### src/rtl/tdc_readout_ctrl.sv
// ----------------------------------------------------------------------------
// tdc_readout_ctrl
// Purpose : Sequences a TDC through arm/acquire/capture/drain phases, filters
//           captured hits on their Cal code, buffers accepted 30-bit records
//           in a small FIFO and presents them on a valid/ready output port.
//
// Ports   : clk40                  - sole clock, rising edge
//           reset                  - asynchronous, active-high reset
//           run                    - 1 = acquire, 0 = drain then idle
//           hitFlag                - TDC conversion-done strobe (1 cycle)
//           TOA_code/TOT_code/Cal_code, *errorFlag
//                                  - TDC codes and flags, valid the cycle after hitFlag
//           tdcEnable, tdcTestMode - TDC control outputs
//           dataOut/dataValid/dataReady
//                                  - record {errAny, Cal, TOT, TOA} with handshake
//           dropCnt                - saturating count of rejected/overflowed records
//           busy                   - controller is not idle
//
// Options : TDC_CTRL_SELFTEST_EN   - when defined, pulses tdcTestMode once
//                                    every 256 cycles of acquisition
// ----------------------------------------------------------------------------
module tdc_readout_ctrl #(
    parameter int unsigned FIFO_DEPTH = 4,
    parameter logic [9:0]  CAL_LOW    = 10'd100,
    parameter logic [9:0]  CAL_HIGH   = 10'd300
) (
    input  logic        clk40,
    input  logic        reset,
    input  logic        run,
    input  logic        hitFlag,
    input  logic [9:0]  TOA_code,
    input  logic [8:0]  TOT_code,
    input  logic [9:0]  Cal_code,
    input  logic        TOAerrorFlag,
    input  logic        TOTerrorFlag,
    input  logic        CalerrorFlag,
    output logic        tdcEnable,
    output logic        tdcTestMode,
    output logic [29:0] dataOut,
    output logic        dataValid,
    input  logic        dataReady,
    output logic [7:0]  dropCnt,
    output logic        busy
);

    localparam int unsigned REC_W = 30;
    localparam int unsigned PTR_W = $clog2(FIFO_DEPTH);
    localparam int unsigned CNT_W = $clog2(FIFO_DEPTH + 1);

    typedef enum logic [2:0] {
        S_IDLE  = 3'd0,
        S_ARM   = 3'd1,
        S_ACQ   = 3'd2,
        S_CAPT  = 3'd3,
        S_DRAIN = 3'd4
    } state_t;

    state_t             r_state;
    state_t             w_state_next;
    logic               r_rst_hold;
    logic               r_arm_cnt;

    logic [REC_W-1:0]   r_mem [FIFO_DEPTH];
    logic [PTR_W-1:0]   r_wr_ptr;
    logic [PTR_W-1:0]   r_rd_ptr;
    logic [CNT_W-1:0]   r_count;
    logic [REC_W-1:0]   r_data_out;
    logic               r_valid;
    logic [7:0]         r_drop_cnt;
    logic               r_enable;
    logic               r_busy;

    logic               w_err_any;
    logic               w_cal_ok;
    logic               w_capt;
    logic               w_pop;
    logic               w_full;
    logic               w_push;
    logic               w_drop;
    logic [REC_W-1:0]   w_record;
    logic [PTR_W-1:0]   w_wr_ptr_next;
    logic [PTR_W-1:0]   w_rd_ptr_next;
    logic [CNT_W-1:0]   w_count_next;
    logic [REC_W-1:0]   w_head_next;

    // Pointer advance, wrapping modulo FIFO_DEPTH
    function automatic logic [PTR_W-1:0] ptr_inc(input logic [PTR_W-1:0] p);
        return (p == PTR_W'(FIFO_DEPTH - 1)) ? '0 : p + PTR_W'(1);
    endfunction

    // Holds the FSM for one edge after reset release so the first state
    // change lands on the second edge.
    always_ff @(posedge clk40 or posedge reset) begin
        if (reset) begin
            r_rst_hold <= 1'b1;
        end else begin
            r_rst_hold <= 1'b0;
        end
    end

    // State register
    always_ff @(posedge clk40 or posedge reset) begin
        if (reset) begin
            r_state <= S_IDLE;
        end else begin
            r_state <= w_state_next;
        end
    end

    // Next-state logic
    always_comb begin
        w_state_next = r_state;
        if (!r_rst_hold) begin
            case (r_state)
                S_IDLE:  if (run) w_state_next = S_ARM;
                S_ARM:   if (r_arm_cnt) w_state_next = S_ACQ;
                // A hit wins over run=0; the capture then completes into DRAIN
                S_ACQ: begin
                    if (hitFlag) begin
                        w_state_next = S_CAPT;
                    end else if (!run) begin
                        w_state_next = S_DRAIN;
                    end
                end
                S_CAPT:  w_state_next = run ? S_ACQ : S_DRAIN;
                S_DRAIN: if (r_count == '0) w_state_next = S_IDLE;
                default: w_state_next = S_IDLE;
            endcase
        end
    end

    // ARM lasts exactly two cycles
    always_ff @(posedge clk40 or posedge reset) begin
        if (reset) begin
            r_arm_cnt <= 1'b0;
        end else begin
            r_arm_cnt <= (r_state == S_ARM) ? ~r_arm_cnt : 1'b0;
        end
    end

    // Capture filter and FIFO control
    always_comb begin
        w_err_any     = TOAerrorFlag | TOTerrorFlag | CalerrorFlag;
        w_cal_ok      = (Cal_code >= CAL_LOW) && (Cal_code <= CAL_HIGH);
        w_capt        = (r_state == S_CAPT);
        w_record      = {w_err_any, Cal_code, TOT_code, TOA_code};
        w_pop         = r_valid && dataReady;
        w_full        = (r_count == CNT_W'(FIFO_DEPTH));
        // A simultaneous pop frees the slot, so a full FIFO still accepts
        w_push        = w_capt && w_cal_ok && (!w_full || w_pop);
        w_drop        = w_capt && (!w_cal_ok || (w_full && !w_pop));
        w_wr_ptr_next = w_push ? ptr_inc(r_wr_ptr) : r_wr_ptr;
        w_rd_ptr_next = w_pop  ? ptr_inc(r_rd_ptr) : r_rd_ptr;
        w_count_next  = r_count + CNT_W'(w_push) - CNT_W'(w_pop);
        // Next head is the incoming record when it lands in the head slot
        if (w_push && (r_wr_ptr == w_rd_ptr_next)) begin
            w_head_next = w_record;
        end else begin
            w_head_next = r_mem[w_rd_ptr_next];
        end
    end

    // Record storage
    always_ff @(posedge clk40) begin
        if (w_push) begin
            r_mem[r_wr_ptr] <= w_record;
        end
    end

    // FIFO pointers, occupancy and registered output stage
    always_ff @(posedge clk40 or posedge reset) begin
        if (reset) begin
            r_wr_ptr   <= '0;
            r_rd_ptr   <= '0;
            r_count    <= '0;
            r_valid    <= 1'b0;
            r_data_out <= '0;
        end else begin
            r_wr_ptr   <= w_wr_ptr_next;
            r_rd_ptr   <= w_rd_ptr_next;
            r_count    <= w_count_next;
            r_valid    <= (w_count_next != '0);
            r_data_out <= (w_count_next != '0) ? w_head_next : '0;
        end
    end

    // Saturating drop counter
    always_ff @(posedge clk40 or posedge reset) begin
        if (reset) begin
            r_drop_cnt <= '0;
        end else if (w_drop && (r_drop_cnt != 8'hFF)) begin
            r_drop_cnt <= r_drop_cnt + 8'd1;
        end
    end

    // Control outputs registered from the next state
    always_ff @(posedge clk40 or posedge reset) begin
        if (reset) begin
            r_enable <= 1'b0;
            r_busy   <= 1'b0;
        end else begin
            r_enable <= (w_state_next == S_ARM) || (w_state_next == S_ACQ) ||
                        (w_state_next == S_CAPT);
            r_busy   <= (w_state_next != S_IDLE);
        end
    end

`ifdef TDC_CTRL_SELFTEST_EN
    logic [7:0] r_test_cnt;
    logic [7:0] w_test_cnt_next;
    logic       r_test_mode;

    // Free-running acquisition counter; zeroed while arming so it reads 0
    // in the first ACQ cycle and keeps counting through captures.
    always_comb begin
        w_test_cnt_next = (r_state == S_ARM) ? 8'd0 : r_test_cnt + 8'd1;
    end

    always_ff @(posedge clk40 or posedge reset) begin
        if (reset) begin
            r_test_cnt  <= '0;
            r_test_mode <= 1'b0;
        end else begin
            r_test_cnt  <= w_test_cnt_next;
            r_test_mode <= (w_state_next == S_ACQ) && (w_test_cnt_next == 8'hFF);
        end
    end

    assign tdcTestMode = r_test_mode;
`else
    assign tdcTestMode = 1'b0;
`endif

    assign tdcEnable = r_enable;
    assign busy      = r_busy;
    assign dataOut   = r_data_out;
    assign dataValid = r_valid;
    assign dropCnt   = r_drop_cnt;

endmodule

### config.mk
export PLATFORM = sky130hd
export DESIGN_NAME = tdc_readout_ctrl
export DESIGN_NICKNAME = d
export VERILOG_FILES = /design/src/rtl/tdc_readout_ctrl.sv
export SDC_FILE = /design/constraint.sdc
export NUM_CORES = 1
export LEC_CHECK = 0
export ABC_AREA = 1
export CORE_MARGIN = 2
export CORE_UTILIZATION = 60
export DETAILED_ROUTE_END_ITERATION = 6
export HOLD_SLACK_MARGIN = 0.05
export MAX_ROUTING_LAYER = met4
export PLACE_DENSITY = 0.84
export SLEW_MARGIN = 10
export SYNTH_ARGS = -nofsm -noshare
export SYNTH_HDL_FRONTEND = slang
export SYNTH_SLANG_ARGS = --single-unit
### constraint.sdc
create_clock -name clk40 -period 5 [get_ports clk40]
set_clock_uncertainty 0.05 [all_clocks]
set_input_delay 0.5 -clock clk40 [delete_from_list [all_inputs] [get_ports clk40]]
set_output_delay 0.5 -clock clk40 [all_outputs]
set_load 0.01 [all_outputs]
### After elaboration in Yosys (flattened, before gate mapping)

Memory sizes are Yosys's and may differ from the RTL's.
Cells that the tools add are included.
W data, S select, Z words.

* add/subtract/negate cells: 5
* reductions and logical operators: 19
* bitwise operators: 3
* multiplexer cells: 16
* eq/ne operators: 12
* $lt $le $gt $ge: 2

Operator list (count)
* $mux W30: 2
* $mux W3: 7
* $pmux W3 S5: 1
* $eq A3 B2 Y1 const B: 4
* $ge A10 B7 Y1 const B: 1
* $le A10 B9 Y1 const B: 1
* $add A8 B1 Y8 const B: 1
* $logic_and A1 B1 Y1: 8
* $ne A8 B8 Y1 const B: 1
* $eq A3 B1 Y1 const B: 2
* $eq A3 B3 Y1 const B: 2
* $logic_not A3 Y1: 2
* $mux W2: 3
* $reduce_bool A3 Y1: 2
* $add A2 B1 Y2 const B: 2
* $eq A2 B2 Y1 const B: 2
* $logic_or A1 B1 Y1: 4
* $add A3 B1 Y3: 1
* $logic_not A1 Y1: 3
* $mux W1: 3
* $sub A3 B1 Y3: 1
* $eq A2 B2 Y1: 1
* $or A1 B1 Y1: 2
* $not A1 Y1: 1

* input bits: 37
* output and inout port bits: 42
* bits in writable memories: 120
* register bits: 53
* memories: 1
* word-level logic and storage cells: 69

Memories
* r_mem: depth 4, width 30, read ports 1, clocked after memory_dff 0, wr ports 1, line 63 `logic [REC_W-1:0] r_mem [FIFO_DEPTH];`

### Longest topological paths before layout

* depth after elaboration: 8
* depth in mapped cells: 18
* gate-level depth less buffers: 17

### Worst setup path after synthesis

OpenSTA, ideal clock, no wires.

* path kind: input-to-reg
* start point: input dataReady
* end point: register r_data_out[10], in the netlist dataOut[10]
* arrival time: 2743 ps
* data required time: 4833 ps
* buffers on the path: 1
* library setup time: 117 ps
* slack: 2091 ps
* stages: 17
* path through: nand2_2 > nand2_1 > nor2_1 > a21oi_1 > nand3_1 > ha_1 > inv_1 > ha_1 > inv_1 > fa_1 > xnor2_1 > xnor2_1 > nor3_1 > inv_1 > buf_1 > nand2_1 > nor2_1

* longest elaborated chain between the ends: 7
* elaborated cells on any way between the ends: 12
* those cells by class: 2 x add/sub; 1 x eq/ne; 3 x mux; 5 x reduce/logical; 1 x memory

RTL lines
* from (decl): line 41 `input logic dataReady,`
* $logic_and A1 B1 Y1 *: line 147 `w_pop = r_valid && dataReady;`
* $logic_or A1 B1 Y1: line 150 `w_push = w_capt && w_cal_ok && (!w_full || w_pop);`
* $logic_and A1 B1 Y1: line 150
* $add A3 B1 Y3: line 154 `w_count_next = r_count + CNT_W'(w_push) - CNT_W'(w_pop);`
* $sub A3 B1 Y3 *: line 154
* named net w_count_next[2]: line 83 `logic [CNT_W-1:0] w_count_next;`
* $reduce_bool A3 Y1 *: line 183 `r_data_out <= (w_count_next != '0) ? w_head_next : '0;`
* $mux W30 *: line 183
* to (signal assigned): line 183
* to (decl): line 67 `logic [REC_W-1:0] r_data_out;`

The timed path passes the listed nets; every way through them passes the cells marked *.
A chain may end at the register's enable or synchronous reset.

### Final worst setup path

* start point: input Cal_code[8]
* end point: register r_data_out[23], in the netlist dataOut[23]

* longest elaborated chain between the ends: 8
* elaborated cells on any way between the ends: 11
* those cells by class: 2 x add/sub; 2 x order compare; 2 x mux; 5 x reduce/logical

RTL lines
* from (decl): line 33 `input logic [9:0] Cal_code,`
* $ge A10 B7 Y1 / $le A10 B9 Y1 (equally long branches): line 144 `w_cal_ok = (Cal_code >= CAL_LOW) && (Cal_code <= CAL_HIGH);`
* $logic_and A1 B1 Y1 *: line 144
* $logic_and A1 B1 Y1 * (2 in a row): line 150
* $add A3 B1 Y3 *: line 154
* $sub A3 B1 Y3 *: line 154
* named net w_count_next[2]: line 83
* $reduce_bool A3 Y1 *: line 183
* $mux W30 *: line 183

Marked as above.

==> key figures <==
Run status
  • Status: finished clean

Routing
  • Antenna-violating nets left: 0
  • Vias: 5,347
  • DRC: 0
  • Vias per cell: around 5.5
  • Initial DRC count: 506
  • Drt wl/cell: 16.6 µm
  • Drt pass-1 iters: 5
  • Routed wire length: 16.2 mm

Logic synthesis
  • Synthesis-stage register bit count: 173
  • Ys Warns: 0
  • Post-Synthesis Cell Area: 7470 µm²
  • Seq/Total Area, Yosys: 66.0%
  • Distinct cell type count after synthesis: 30
  • Top FF cell, synth: edfxtp_1
  • Syn_area_per_cell: 10.4 µm²
  • Leading area contributor after synthesis: edfxtp_1
  • Number of enable flip-flop cells after synthesis: 120
  • Area contributors post-synth: edfxtp_1 (48%), dfrtp_1 (17%), nand2_1 (8.6%)
  • Top cell type's share of synthesized area: about half
  • Post-Synthesis Cells: approximately 720
  • Ys async rst share: 30.6%

Finish
  • Share of layout cells above drive strength 1: 6.84%
  • Finished Cell Area: 9010 µm²
  • Fillcell total: 770
  • Area delta synth->final: 20.6%
  • N_diodes: 0
  • Nets: 837
  • Non-Filler Instances: 972

Timing
  • Period Utilization, post-route: 84.4%
  • Slew headroom: around a quarter
  • Measured slew at the worst slew-check pin: around 1.1 ns
  • RSZ-0062 raised after global routing: no
  • Final min period: 4.22 ns
  • Pins Over Slew Limit: 0
  • Fin. Hold Viols: 0
  • Max Freq: 0.237 GHz
  • Setup TNS: 0 ns
  • Final setup violation count: 0

Critical path
  • Critical Path Fanout Max: 19
  • Arr. time, crit path: ~4.5 ns
  • Crit. End Element: flop
  • Worst EP required: 5.29 ns
  • Reg2Reg Depth: 16
  • R2R Path End: dataOut[23]
  • CP Launch Type: input port
  • Reg-to-reg slack, setup: about 1 ns
  • Worst R2R Start: r_state[2]
  • CP Class: in2reg

Min path
  • Hold Path Cell Cnt: 1
  • HP Class: reg2reg
  • Worst Min Path Start: r_arm_cnt
  • End point of the worst hold path: r_arm_cnt

Placement
  • Placed inst area: around 8400 µm²
  • DP HPWL: ~9.5 mm
  • Port Buffers: between 70 and 80
  • Dpl cells: 939
  • Gpl congestion: 0.878

Floorplanning
  • Placeable Area: 12,100 µm²
  • Initial Utilization: 62.0%
  • FP Rows: 40
  • DIE AREA: 13,400 µm²
  • IO Count: 79
  • Chip height: 116 µm
  • Chip width: 116 µm

Clocking
  • Clk_lat worst skew: between 0.4 and 0.5 ns
  • Root buf cell: clkbuf_16
  • Hold buffers post-CTS: 0
  • TritonCTS clock tree: built
  • Reg clk slew, reported paths: ~0.07 ns
  • # clock sinks: 173
  • Setup bufs post-CTS: 0
  • # resized after CTS: 0
  • CTS H-tree depth: 4
  • Clk buf depth: 2
  • Total clock buffers created by CTS: 17

Global routing
  • Largest net degree at the start of global routing: 71
  • Vias in the first global route: approximately 5.3k
  • First-pass GRT wire length: roughly 26 mm
  • Grt met3 use: 5.28%
  • GRT Util Overall: 26.5%
  • Initial antenna violation count: 0
  • GR peak layer: met2
  • Met1 usage: 32.6%
  • M2 GR Usage: 42.4%
  • Congestion Overflow GR: 0

Power and ir drop
  • Max IR drop VDD: around 320 µV
  • Power Density: 558 nW/µm²
  • Leakage power: about 3.9 nW

Job
  • Max-Cap Viols: 0
## state kept, by name (all words and copies together), names as in the netlist
| register | count |
|---|---|
| r_wr_ptr | 2 |
| r_mem | 120 |
| busy | 1 |
| r_rd_ptr | 2 |
| r_arm_cnt | 1 |
| r_count | 3 |
| dropCnt | 8 |
| dataValid | 1 |
| r_state | 3 |
| tdcEnable | 1 |
| dataOut | 30 |
| r_rst_hold | 1 |
## cells in the final DEF, fill, tap and decap left out, drive strengths merged
master         netlist  routed
inv                118     120
or2                  1       1
clkinvlp             0       5
clkdlybuf4s50        0      77
o211ai              60      60
nand2              173     173
clkinv               0       3
nand3               37      37
buf                 27       9
clkbuf               5      20
xnor2                6       6
bufinv               0       2
dfstp                1       1
conb                 1       2
nor4                 1       1
edfxtp             120     120
fa                   1       1
dfrtp               52      52
ha                   8       8
o21ai               14      14
a21oi                1       1
nor2                82      82
a211o                1       1
nand4                2       2
xor2                 2       2
nor3                 4       4
## logic make-up after synthesis
group / after synthesis / synth area share [%]
AND/OR/NAND/NOR: 300 / 16.0
flip-flops: 173 / 66.0
buffers and inverters: 150 / 8.24
AO/OA/AOI/OAI: 76 / 7.20
adder cells (fa/ha/maj): 9 / 1.61
XOR/XNOR: 8 / 0.938
other: 1 / 0.0502
## Yosys cell counts, drive strengths merged (2+ instances only)
master and instances:
buf 27, clkbuf 5, dfrtp 52, edfxtp 120, ha 8, inv 118, nand2 173, nand3 37
nand4 2, nor2 82, nor3 4, o211ai 60, o21ai 14, xnor2 6, xor2 2
## critical path: stages
cell             delay [ns]
clkdlybuf4s50_1        0.61
inv_1                  0.09
nand2_1                0.10
nor2_1                 0.04
a21oi_1                0.18
nand3_1                0.41
ha_1                   0.45
inv_1                  0.06
ha_1                   0.15
inv_1                  0.06
fa_1                   0.37
xnor2_1                0.19
xnor2_1                0.17
nor3_1                 0.09
inv_1                  0.50
buf_4                  0.31
nand2_1                0.08
nor2_1                 0.14
## through the flow
stage | power [mW] | worst slack (ns) | hold slack (ns) | utilization, %
after global routing | 5.31 | 0.455 | 0.433 | 74.7
after floorplan | 3.02 | 2.09 | 0.368 | -
after detailed placement | 3.69 | 0.486 | 0.398 | 69.6
after CTS | 5.02 | 0.854 | 0.406 | 74.5
final | 5.03 | 0.781 | 0.412 | 74.7
after global placement | 3.60 | 0.698 | 0.378 | 69.6
## where the power goes
group          internal [mW]  switching (mW)  total [mW]  leakage, nW
Combinational          0.748            1.12        1.87         1.85
Clock                  0.766           0.550        1.32        0.275
Sequential              1.74           0.106        1.84         1.73
Total                   3.25            1.78        5.03         3.85
## worst max path at each step
stage                     start     endpoint  slack (ns)  cells past startpoint
global placement    Cal_code[2]  dataOut[27]        0.70                     18
detailed placement  Cal_code[8]  dataOut[24]        0.49                     18
finish              Cal_code[8]  dataOut[23]        0.78                     18
CTS                 Cal_code[8]  dataOut[23]        0.85                     18
floorplan             dataReady  dataOut[10]        2.09                     17
global route        Cal_code[8]  dataOut[23]        0.46                     18
## metal layers
metal  part of all wire (%)  vias to the layer above
met2                     50                      260
met4                    2.5                        0
met1                     40                     2561
li1                       -                     2487
met3                    7.1                       39
met5                      0                        -
## cell type report
type | instances | area (µm²) | share of cell area (%)
clock buffers | 20 | 457 | 5.07
inverters | 118 | 443 | 4.92
flip-flops and latches | 173 | 4930 | 54.7
well taps | 168 | 210 | 2.33
repair buffers | 86 | 858 | 9.53
multi-input cells | 395 | 1970 | 21.9
clock inverters | 12 | 138 | 1.53
Power figures use the tool's default switching activity.
